$ cat src/rtl/fetch_buffer_unit_pkg.sv
// fetch_buffer_unit_pkg: shared defaults and sizing helper for the fetch front end
package fetch_buffer_unit_pkg;
    localparam int unsigned DEF_ADDR_W = 32;
    localparam int unsigned DEF_INST_W = 32;
    localparam int unsigned DEF_DEPTH = 4;
    localparam logic [31:0] DEF_RESET_PC = 32'h0;
    localparam int unsigned DEF_PC_STEP = 4;
    function automatic int cnt_w(input int depth);
        return $clog2(depth) + 1;
    endfunction
endpackage

$ cat src/rtl/fetch_buffer_unit_if.sv
// fetch_buffer_unit_if: ROM, redirect and id-stage signals of the fetch front end
interface fetch_buffer_unit_if
    import fetch_buffer_unit_pkg::*;
#(
    parameter int ADDR_W = DEF_ADDR_W,
    parameter int INST_W = DEF_INST_W,
    parameter int DEPTH = DEF_DEPTH
);
    logic rom_ce_o;
    logic [ADDR_W-1:0] rom_addr_o;
    logic [INST_W-1:0] rom_data_i;
    logic branch_flag_i;
    logic [ADDR_W-1:0] branch_target_i;
    logic id_valid_o;
    logic id_ready_i;
    logic [ADDR_W-1:0] id_pc_o;
    logic [INST_W-1:0] id_inst_o;
    logic [cnt_w(DEPTH)-1:0] fifo_count_o;
    modport master (
        output rom_ce_o, rom_addr_o, id_valid_o, id_pc_o, id_inst_o, fifo_count_o,
        input rom_data_i, branch_flag_i, branch_target_i, id_ready_i
    );
    modport slave (
        input rom_ce_o, rom_addr_o, id_valid_o, id_pc_o, id_inst_o, fifo_count_o,
        output rom_data_i, branch_flag_i, branch_target_i, id_ready_i
    );
endinterface

$ cat src/rtl/fetch_buffer_unit_fifo.sv
// fetch_buffer_unit_fifo: synchronous FIFO with push/pop/clear, count and zeroed head when empty
module fetch_buffer_unit_fifo
    import fetch_buffer_unit_pkg::*;
#(
    parameter int WIDTH = 64,
    parameter int DEPTH = DEF_DEPTH,
    localparam int PW = $clog2(DEPTH),
    localparam int CW = cnt_w(DEPTH)
) (
    input  logic             clk,
    input  logic             rst,
    input  logic             push_i,
    input  logic             pop_i,
    input  logic             clear_i,
    input  logic [WIDTH-1:0] data_i,
    output logic [WIDTH-1:0] data_o,
    output logic [CW-1:0]    count_o
);
    logic [WIDTH-1:0] mem_q [DEPTH];
    logic [PW-1:0] rd_q, rd_d, wr_q, wr_d;
    logic [CW-1:0] count_q, count_d;
    always_comb begin
        rd_d = clear_i ? '0 : rd_q + PW'(pop_i);
        wr_d = clear_i ? '0 : wr_q + PW'(push_i);
        count_d = clear_i ? '0 : count_q + CW'(push_i) - CW'(pop_i);
    end
    always_ff @(posedge clk) begin
        if (rst) begin
            rd_q <= '0;
            wr_q <= '0;
            count_q <= '0;
        end else begin
            rd_q <= rd_d;
            wr_q <= wr_d;
            count_q <= count_d;
        end
    end
    always_ff @(posedge clk) begin
        if (push_i && !clear_i && !rst) mem_q[wr_q] <= data_i;
    end
    assign count_o = count_q;
    assign data_o = (count_q != '0) ? mem_q[rd_q] : '0;
endmodule

$ cat src/rtl/fetch_buffer_unit.sv
// fetch_buffer_unit: PC generator and instruction queue between instruction ROM and id stage
module fetch_buffer_unit
    import fetch_buffer_unit_pkg::*;
#(
    parameter int ADDR_W = DEF_ADDR_W,
    parameter int INST_W = DEF_INST_W,
    parameter int DEPTH = DEF_DEPTH,
    parameter logic [ADDR_W-1:0] RESET_PC = ADDR_W'(DEF_RESET_PC),
    parameter int unsigned PC_STEP = DEF_PC_STEP
) (
    input logic clk,
    input logic rst,
    fetch_buffer_unit_if.master bus
);
    localparam int CW = cnt_w(DEPTH);
    logic [ADDR_W-1:0] pc_q, pc_d;
    logic ce_q;
    logic [CW-1:0] count;
    logic [ADDR_W+INST_W-1:0] head;
    logic valid, full, pop, push;
    always_comb begin
        valid = count != '0;
        full = count == CW'(DEPTH);
        pop = valid & bus.id_ready_i;
        push = ce_q & ~bus.branch_flag_i & (~full | pop);
        pc_d = bus.branch_flag_i ? (bus.branch_target_i & ~ADDR_W'(3))
             : push ? pc_q + ADDR_W'(PC_STEP) : pc_q;
    end
    always_ff @(posedge clk) begin
        if (rst) begin
            pc_q <= RESET_PC;
            ce_q <= 1'b0;
        end else begin
            pc_q <= pc_d;
            ce_q <= 1'b1;
        end
    end
    fetch_buffer_unit_fifo #(.WIDTH(ADDR_W + INST_W), .DEPTH(DEPTH)) u_fifo (
        .clk(clk),
        .rst(rst),
        .push_i(push),
        .pop_i(pop),
        .clear_i(bus.branch_flag_i),
        .data_i({pc_q, bus.rom_data_i}),
        .data_o(head),
        .count_o(count)
    );
    assign bus.rom_ce_o = ce_q;
    assign bus.rom_addr_o = ce_q ? pc_q : '0;
    assign bus.id_valid_o = valid;
    assign bus.id_pc_o = head[ADDR_W+INST_W-1:INST_W];
    assign bus.id_inst_o = head[INST_W-1:0];
    assign bus.fifo_count_o = count;
endmodule

$ cat src/flat_wrapper.sv
// flat-port wrapper written by rule: the top's interface ports become plain ports
module fetch_buffer_unit_flat import fetch_buffer_unit_pkg::*;
#(
    parameter int ADDR_W = DEF_ADDR_W,
    parameter int INST_W = DEF_INST_W,
    parameter int DEPTH = DEF_DEPTH,
    parameter logic [ADDR_W-1:0] RESET_PC = ADDR_W'(DEF_RESET_PC),
    parameter int unsigned PC_STEP = DEF_PC_STEP
)
  (clk, rst, bus_rom_ce_o, bus_rom_addr_o, bus_id_valid_o, bus_id_pc_o, bus_id_inst_o, bus_fifo_count_o, bus_rom_data_i, bus_branch_flag_i, bus_branch_target_i, bus_id_ready_i);
  fetch_buffer_unit_if #(.ADDR_W(ADDR_W), .INST_W(INST_W), .DEPTH(DEPTH)) bus_i ();
  input logic clk;
  input logic rst;
  output wire logic [$bits(bus_i.rom_ce_o)-1:0] bus_rom_ce_o;
  output wire logic [$bits(bus_i.rom_addr_o)-1:0] bus_rom_addr_o;
  output wire logic [$bits(bus_i.id_valid_o)-1:0] bus_id_valid_o;
  output wire logic [$bits(bus_i.id_pc_o)-1:0] bus_id_pc_o;
  output wire logic [$bits(bus_i.id_inst_o)-1:0] bus_id_inst_o;
  output wire logic [$bits(bus_i.fifo_count_o)-1:0] bus_fifo_count_o;
  input wire logic [$bits(bus_i.rom_data_i)-1:0] bus_rom_data_i;
  input wire logic [$bits(bus_i.branch_flag_i)-1:0] bus_branch_flag_i;
  input wire logic [$bits(bus_i.branch_target_i)-1:0] bus_branch_target_i;
  input wire logic [$bits(bus_i.id_ready_i)-1:0] bus_id_ready_i;
  assign bus_rom_ce_o = bus_i.rom_ce_o;
  assign bus_rom_addr_o = bus_i.rom_addr_o;
  assign bus_id_valid_o = bus_i.id_valid_o;
  assign bus_id_pc_o = bus_i.id_pc_o;
  assign bus_id_inst_o = bus_i.id_inst_o;
  assign bus_fifo_count_o = bus_i.fifo_count_o;
  assign bus_i.rom_data_i = bus_rom_data_i;
  assign bus_i.branch_flag_i = bus_branch_flag_i;
  assign bus_i.branch_target_i = bus_branch_target_i;
  assign bus_i.id_ready_i = bus_id_ready_i;
  fetch_buffer_unit #(.ADDR_W(ADDR_W), .INST_W(INST_W), .DEPTH(DEPTH), .RESET_PC(RESET_PC), .PC_STEP(PC_STEP)) u_core (.clk(clk), .rst(rst), .bus(bus_i));
endmodule
$ cat config.mk
export PLATFORM = sky130hd
export DESIGN_NAME = fetch_buffer_unit_flat
export DESIGN_NICKNAME = d
export VERILOG_FILES = /design/src/rtl/fetch_buffer_unit_pkg.sv /design/src/rtl/fetch_buffer_unit_if.sv /design/src/rtl/fetch_buffer_unit_fifo.sv /design/src/rtl/fetch_buffer_unit.sv /design/src/flat_wrapper.sv
export SDC_FILE = /design/constraint.sdc
export NUM_CORES = 1
export LEC_CHECK = 0
export BUFFER_PORTS_ARGS = -buffer_cell sky130_fd_sc_hd__buf_2
export CAP_MARGIN = 0
export CORE_MARGIN = 2
export CORE_UTILIZATION = 45
export CTS_BUF_LIST = sky130_fd_sc_hd__clkbuf_8
export CTS_CLUSTER_DIAMETER = 50
export CTS_CLUSTER_SIZE = 28
export DETAILED_ROUTE_END_ITERATION = 12
export GPL_ROUTABILITY_DRIVEN = 0
export PLACE_DENSITY = 0.68
export SYNTH_ARGS = -nofsm -noshare
export SYNTH_HDL_FRONTEND = slang
export SYNTH_SLANG_ARGS = --single-unit
$ cat constraint.sdc
create_clock -name clk -period 6.9 [get_ports clk]
set_input_delay 0.69 -clock clk [delete_from_list [all_inputs] [get_ports clk]]
set_output_delay 0.69 -clock clk [all_outputs]
set_load 0.02 [all_outputs]
# Yosys cells after proc, flatten, opt, wreduce, memory -nomap -nowiden
# Memory sizes are Yosys's and may differ from the RTL's. A register that Yosys moved wholly into a read port is not among the register bits.
# Cells that the tools add are included.
# word_totals
ff_bits,40
latchBits,0
ram_bits,256
mem_bits_ro,0
input_bits,68
output_inout_bits,101
elab_cells,34
mem_count,1
# mem_list
name,depth,word_bits,read_ports,rd_clocked_by_memory_dff,write_ports,line,text
u_core.u_fifo.mem_q,4,64,1,1,1,fetch_buffer_unit_fifo.sv:19,logic [WIDTH-1:0] mem_q [DEPTH];
# op_classes
addsub,5
multipliers,0
div_mod_pow,0
n_lt_le_gt_ge,0
eq_ne,1
shift,0
muxes,8
bitwise_logic,6
reduce_logical,7
# ops
operator,n
32-bit 2-to-1 mux,3
64-bit 2-to-1 mux,1
32-bit by 3-bit adder with 32-bit output (second input constant),1
2-bit by 1-bit adder with 2-bit output,2
3-bit by 1-bit adder with 3-bit output,1
1-bit bitwise AND,3
3-bit == test (second input constant),1
1-bit 2-to-1 mux,3
3-bit nonzero test,1
3-bit by 1-bit subtractor with 3-bit output,1
1-bit logical AND,2
1-bit zero test,2
2-bit 2-to-1 mux,1
1-bit NOT,2
2-bit nonzero test,1
2-bit OR reduction,1
1-bit bitwise OR,1

# Longest topological paths before layout
# Gate-level depths: netlist of the first run.
# depth
word_depth,8
ltp_mapped,12
depth_no_buf,10

# Hierarchy
# Synthesis of the first run repeated with hierarchy kept, for this count alone.
# hier_totals
cells_unflattened,692
area_unflattened_um2,12099.1
# modules_own_cells
mod,instances,cells_each,area_each_um2,seq_area_each_um2
fetch_buffer_unit_fifo,1,437,10085.9,7827.5
fetch_buffer_unit,1,255,2013.2,620.6

# Worst setup path before layout of the first run
# OpenSTA, ideal clock, no wires.
# synth_timing
kind,input port to flip-flop
startpoint,input bus_id_ready_i
endpoint,memory u_core.u_fifo.mem_q[0][0] (enable)
setup_time_ps,635
arrival_ps,6899
required_time_ps,6265
path_slack_ps,-634
cell_stages,4
n_path_buf,1
cell_sequence,or4b_1 buf_6 nand2_1 nor4_1
# synth_via
elab_chain_len,7
# synth_rtl
item,line,text
from (decl),flat_wrapper.sv:23,input wire logic [$bits(bus_i.id_ready_i)-1:0] bus_id_ready_i;
1-bit bitwise AND,fetch_buffer_unit.sv:24,pop = valid & bus.id_ready_i;
1-bit bitwise OR,fetch_buffer_unit.sv:25,push = ce_q & ~bus.branch_flag_i & (~full | pop);
1-bit bitwise AND,fetch_buffer_unit.sv:25,
1-bit logical AND (2 in a row),fetch_buffer_unit_fifo.sv:39,if (push_i && !clear_i && !rst) mem_q[wr_q] <= data_i;
1-bit 2-to-1 mux,fetch_buffer_unit_fifo.sv:39,
1-bit 2-to-1 mux (not written as such),fetch_buffer_unit_fifo.sv:39,
to (decl),fetch_buffer_unit_fifo.sv:19,
# No other way between the ends.

==> metrics, run 1 <==
status=finished clean; Clk pwr share=0.369; Util after Layout=0.536; Slew @ Worst Pin=1140 ps; Fin Setup TNS=0 ps; worst-case clock skew=27.8 ps; ys flop type=edfxtp_1; unrepaired setup endpoints after global routing=false; EDFF count, synth=248; Clk Latency, worst-skew pair=590 ps; CP Launch Type=flip-flop; static leakage=4.73 nW; Final min period=3680 ps; Vias=6434; first-pass GRT wire length=37100 um; CTS tree=built; full die area=27200 um^2; setup bufs post-CTS=0; Worst Path Class, Setup=reg2out; Synth Cell Area=11700 um^2; RR Startpoint=u_core.u_fifo.count_o[1]; # DRC=0; Cells after Synth=683; PwrDens=257 nW/um^2; CTS root buf=clkbuf_8; WL/cell=20.3 um; final worst setup slack=3220 ps; synthesized flop and latch total=286; R2R cell count=10; initial antenna violation count=1; Final Net Count=923; num rows=58; Post-Route WL=24400 um; Chip Width=165 um; Seq pwr share=0.557; cell taking the most area after synthesis=edfxtp_1; largest net degree at the start of global routing=64; core area=25300 um^2; initial drt markers=485; crit end category=output port; Layout area overhead=16.4%; Sw Pwr=923 uW; clk sinks=286; clock tree buffer depth=3; fmax=0.271 GHz; via/cell ratio=5.35; detailed placement HPWL=14800 um; HP Start=bus_rom_data_i[10]; Worst R2R Setup Slack=3650 ps; required time of the worst setup path=6210 ps; FFs w/ async S/R, synth=0; ant diodes=0; slowest cell delay on critical path=720 ps; GRT Util Overall=0.180; Max Cap Viol=0; Synth cell types=40; worst-path fanout max=38; finished layout cell area=13600 um^2; Rel. slew slack=0.238; Pre-antenna DRT Iters=5; boundary pin count=169; register area share after synthesis=0.704; Sw Ratio=0.264; Worst Hold Endpoint=u_core.u_fifo.mem_q[1][10]; Num CTS Buffers=30; top-area cell type share of the netlist area=0.639; Max Slew Vio Count=0; mean post-synth cell area=17.1 um^2; main area contributors after synthesis=edfxtp_1 64%, mux4_2 12%, dfxtp_1 6.5%; antenna-violating nets left=0; IO buf count=162; Initial Utilization=0.460; Critical Path AT=2990 ps; worst slack, placed=3030 ps; CP max-delay cell=buf_4; Hold Path Depth=1; cts repair resizes=0; Die Y=165 um; H-tree levels=1; GRT Residual Overflow=0; share of cells above drive strength 1=0.349; vias in the first global route=6423; r2r endpoint=u_core.u_fifo.count_o[2]; Fin. Hold Viols=0; Peak VDD IR=0.157 mV; Final Cycle Share=0.534; post-place instance area=12800 um^2; hold crit path type=in2reg; Yosys Warn Count=0; Logic pwr share=0.074; Cell Chain, Critical Path=buf_4 > mux4_2 > nor2b_1 > buf_2; Post-CTS Hold Buffers=0; Internal=2.57 mW; final setup fails=0; Worst-path clk slew=100 ps
-- flip-flops by register name, indices dropped and copies added, names as in the netlist --
| register | cells |
|---|---|
| u_core.u_fifo.rd_q | 2 |
| u_core.bus.rom_ce_o | 1 |
| u_core.u_fifo.wr_q | 2 |
| u_core.pc_q | 30 |
| u_core.u_fifo.count_o | 3 |
| u_core.u_fifo.mem_q | 248 |
-- routing by layer --
layer | track usage | wire (um)
met1 | 0.259 | 10800
met5 | 0 | 11
met2 | 0.289 | 11200
met4 | 0.0435 | 471
met3 | 0.0309 | 1850
-- Yosys cell counts (all sizes together), types with 9 or more instances --
library cell / count
nor2: 33
and2: 37
mux4: 62
xnor2: 14
a211oi: 18
buf: 16
clkbuf: 26
edfxtp: 248
xor2: 15
nand3: 9
nand2: 26
nor2b: 63
nand4: 20
dfxtp: 38
-- through the flow --
stage	hold WS [ps]	std cells	power [mW]
finish	311	1203	3.49
global route	259	1203	3.63
CTS	271	1203	3.54
detailed placement	560	1147	2.25
global placement	551	1147	2.24
floorplan	458	686	2.14
-- cell families (layout without fill, tap and decap cells) --
kind of cell	count (synthesis)	count (layout)	synth area share
AO/OA/AOI/OAI	34	34	0.0204
XOR/XNOR	29	29	0.0218
adder cells (fa/ha/maj)	6	6	0.00708
buffers and inverters	50	237	0.0216
flip-flops	286	286	0.704
multiplexers	63	63	0.121
other	1	4	0.000322
AND/OR/NAND/NOR	214	214	0.104
-- worst max path at each step --
stage / startpoint / to / slack (ps) / cells after the start
after floorplan: bus_id_ready_i / u_core.u_fifo.mem_q[0][0] / -630 / 4
after global placement: bus_branch_flag_i / u_core.u_fifo.mem_q[0][16] / 3050 / 6
after detailed placement: bus_branch_flag_i / u_core.u_fifo.mem_q[0][27] / 3030 / 6
after CTS: u_core.u_fifo.rd_q[0] / bus_id_pc_o[14] / 3040 / 4
after global routing: u_core.u_fifo.rd_q[0] / bus_id_inst_o[13] / 2920 / 4
final: u_core.u_fifo.rd_q[0] / bus_id_pc_o[14] / 3220 / 4
-- critical path: cells and delay by family, from the launching register on --
| family | cells | cell delay, ps |
|---|---|---|
| buffers and inverters | 2 | 910 |
| DFF | 1 | 710 |
| muxes | 1 | 580 |
| and+or+nand+nor | 1 | 160 |
-- power groups by stage --
stage	Sequential [mW]	Clock, mW	Combinational, mW
floorplan	1.97	0	0.169
global placement	1.98	0	0.260
detailed placement	1.99	0	0.262
CTS	1.95	1.33	0.263
global route	1.95	1.40	0.282
finish	1.95	1.29	0.258
-- cell usage in the layout, fill, tap and decap left out, types with 6 or more instances in the layout --
master	n
clkinv_8	7
mux4_2	62
nand3_1	9
nor2b_1	63
nor2_1	31
inv_1	7
clkbuf_8	30
inv_6	6
dfxtp_1	36
buf_2	162
a211oi_1	18
xor2_1	15
a21oi_1	8
and2_1	36
xnor2_1	14
nand4_1	20
edfxtp_1	248
buf_4	11
nand2_1	25
-- final cells by class --
type | instances | area [um^2]
multi-input cells | 350 | 3240
repair buffers | 173 | 893
fillers | 2088 | 11800
inverters | 8 | 30.0
clock inverters | 26 | 360
clock buffers | 30 | 413
well taps | 330 | 413
flip-flops and latches | 286 | 8220
(Power assumes the default switching activity.)
==> run 2, diff against run 1 <==
- clock period: 6.9 -> 3 ns (I/O delays scaled with it)
==> metrics, run 2 (same netlist as run 1, synthesis figures left out) <==
status=finished clean; r2r endpoint=u_core.u_fifo.count_o[2]; Worst Hold Endpoint=u_core.pc_q[29]; GRT Residual Overflow=0 (unchanged); Fin. Hold Viols=0 (unchanged); hold crit path type=in2reg; crit end category=output port; worst-case clock skew=14.7 ps (-13.1 ps); Post-Route WL=24800 um (+1.7%); Chip Width=165 um (unchanged); final setup fails=0 (unchanged); ant diodes=0 (unchanged); CTS root buf=clkbuf_8; full die area=27200 um^2 (unchanged); worst-path fanout max=21 (-45%); Pre-antenna DRT Iters=5 (unchanged); CP max-delay cell=dfxtp_4; Slew @ Worst Pin=833 ps (-305 ps); num rows=58 (unchanged); setup bufs post-CTS=0 (unchanged); Rel. slew slack=0.445 (+0.207); unrepaired setup endpoints after global routing=false; first-pass GRT wire length=38000 um (+2.5%); detailed placement HPWL=15300 um (+3.3%); clk sinks=286 (unchanged); post-place instance area=13000 um^2 (+1.9%); antenna-violating nets left=0 (unchanged); Num CTS Buffers=27 (-10%); hold slack final=22.8 ps (-288 ps); slowest cell delay on critical path=670 ps (-50 ps); # DRC=0 (unchanged); boundary pin count=169 (unchanged); Cell Chain, Critical Path=buf_12 > mux4_2 > nor2b_1 > buf_2; initial antenna violation count=0 (-1); Final Net Count=979 (+6.1%); required time of the worst setup path=2700 ps (-3510 ps); Final min period=2670 ps; share of cells above drive strength 1=0.335 (-0.0139); IO buf count=162 (unchanged); Layout area overhead=20.7%; CP Launch Type=flip-flop; initial drt markers=478 (-1.4%); H-tree levels=1 (unchanged); final worst setup slack=325 ps (-2890 ps); Peak VDD IR=0.438 mV (+180%); Clk Latency, worst-skew pair=560 ps (-30 ps); commonest non-fill, non-tap cell in the layout=edfxtp_1; Final Cycle Share=0.892; core area=25300 um^2 (unchanged); WL/cell=19.8 um (-2.5%); fillcell total=2019 (-3.3%); Hold Path Depth=3 (+2); Worst Path Class, Setup=reg2out; Initial Utilization=0.460 (unchanged); highest-count cells in the layout ignoring fill and taps=248 x edfxtp_1, 162 x buf_2, 63 x nor2b_1; finished layout cell area=14100 um^2 (+3.7%); clock tree buffer depth=3 (unchanged); worst slack, placed=540 ps (-2490 ps); Worst R2R Setup Slack=600 ps (-3050 ps); Biggest register=u_core.u_fifo.mem_q; Util after Layout=0.556 (+0.0198); static leakage=4.93 nW (+4.1%); Max Cap Viol=0 (unchanged); Vias=6689 (+4.0%); fmax=0.374 GHz; Critical Path AT=2370 ps (-620 ps); largest net degree at the start of global routing=64 (unchanged); CTS tree=built; Die Y=165 um (unchanged); Largest register FFs=248 (unchanged); PwrDens=539 nW/um^2 (+110%); R2R cell count=10 (unchanged); RR Startpoint=u_core.u_fifo.count_o[1]; Worst-path clk slew=90 ps (about the same); Max Slew Vio Count=0 (unchanged); via/cell ratio=5.33 (-0.26%); HP Start=bus_branch_target_i[29]; GRT Util Overall=0.184 (+0.00423); vias in the first global route=6727 (+4.7%)
## run 2: changes by cell type in the layout (fill, tap and decap cells not counted), moves of 3 or more
cell	delta
dfxtp_1	-3
clkinv_8	-5
buf_4	+5
clkinv_1	+4
inv_6	-3
clkbuf_8	-3
buf_12	+9
dlygate4sd3_1	+45
## run 2: worst max-delay path by stage
stage | startpoint | to | cells past startpoint
floorplan | u_core.u_fifo.count_o[2] | u_core.u_fifo.mem_q[0][0] | 4
global route | u_core.u_fifo.rd_q[0] | bus_id_inst_o[13] | 4
CTS | u_core.u_fifo.rd_q[0] | bus_id_inst_o[31] | 4
global placement | bus_id_ready_i | u_core.u_fifo.count_o[2] | 11
finish | u_core.u_fifo.rd_q[0] | bus_id_inst_o[31] | 4
detailed placement | bus_id_ready_i | u_core.u_fifo.count_o[2] | 11
## run 2: area by class of cell
class                      count  area, um^2  area share
sequential                   286        8220       0.584
multi-input combinational    350        3270       0.232
timing repair buffer         232        1560       0.111
tap                          330         413      0.0293
clock buffer                  27         372      0.0264
clock inverter                21         203      0.0144
inverter                       8        30.0     0.00213
## run 2: through the flow
stage          setup TNS (ps)  total power [mW]  instances
4_1_cts                     0              7.67       1254
2_1_floorplan          -27770              4.92        686
3_5_place_dp                0              5.19       1161
5_1_grt                     0              7.88       1254
6_report                    0              7.58       1254
3_3_place_gp                0              5.18       1161
## run 2: critical path: cells and delay by family (launching register included)
family / cells / cell delay (ps)
multiplexers: 1 / 500
AND/OR/NAND/NOR: 1 / 160
flip-flops: 1 / 670
buffers and inverters: 2 / 460
## run 2: where the power goes
group / total [mW] / switching (mW) / leakage, nW / internal [mW]
registers: 4.47 / 0.0822 / 2.59 / 4.38
clock network: 2.45 / 1.43 / 0.288 / 1.02
logic: 0.668 / 0.391 / 2.05 / 0.277
total: 7.58 / 1.90 / 4.93 / 5.68
## run 2: what timing repair did
action	in CTS	in global routing
hold endpoints to repair	141	0
hold buffers	45	0
gates resized for setup	0	0
## run 2: metal layers
| layer | part of all wire | vias to the layer above | GRT usage | wire length [um] |
|---|---|---|---|---|
| met3 | 0.062 | 34 | 0.0294 | 1540 |
| met4 | 0.018 | 0 | 0.0352 | 447 |
| li1 | - | 3077 | - | - |
| met2 | 0.47 | 238 | 0.300 | 11500 |
| met5 | 0 | - | 0 | 0 |
| met1 | 0.45 | 3340 | 0.267 | 11300 |
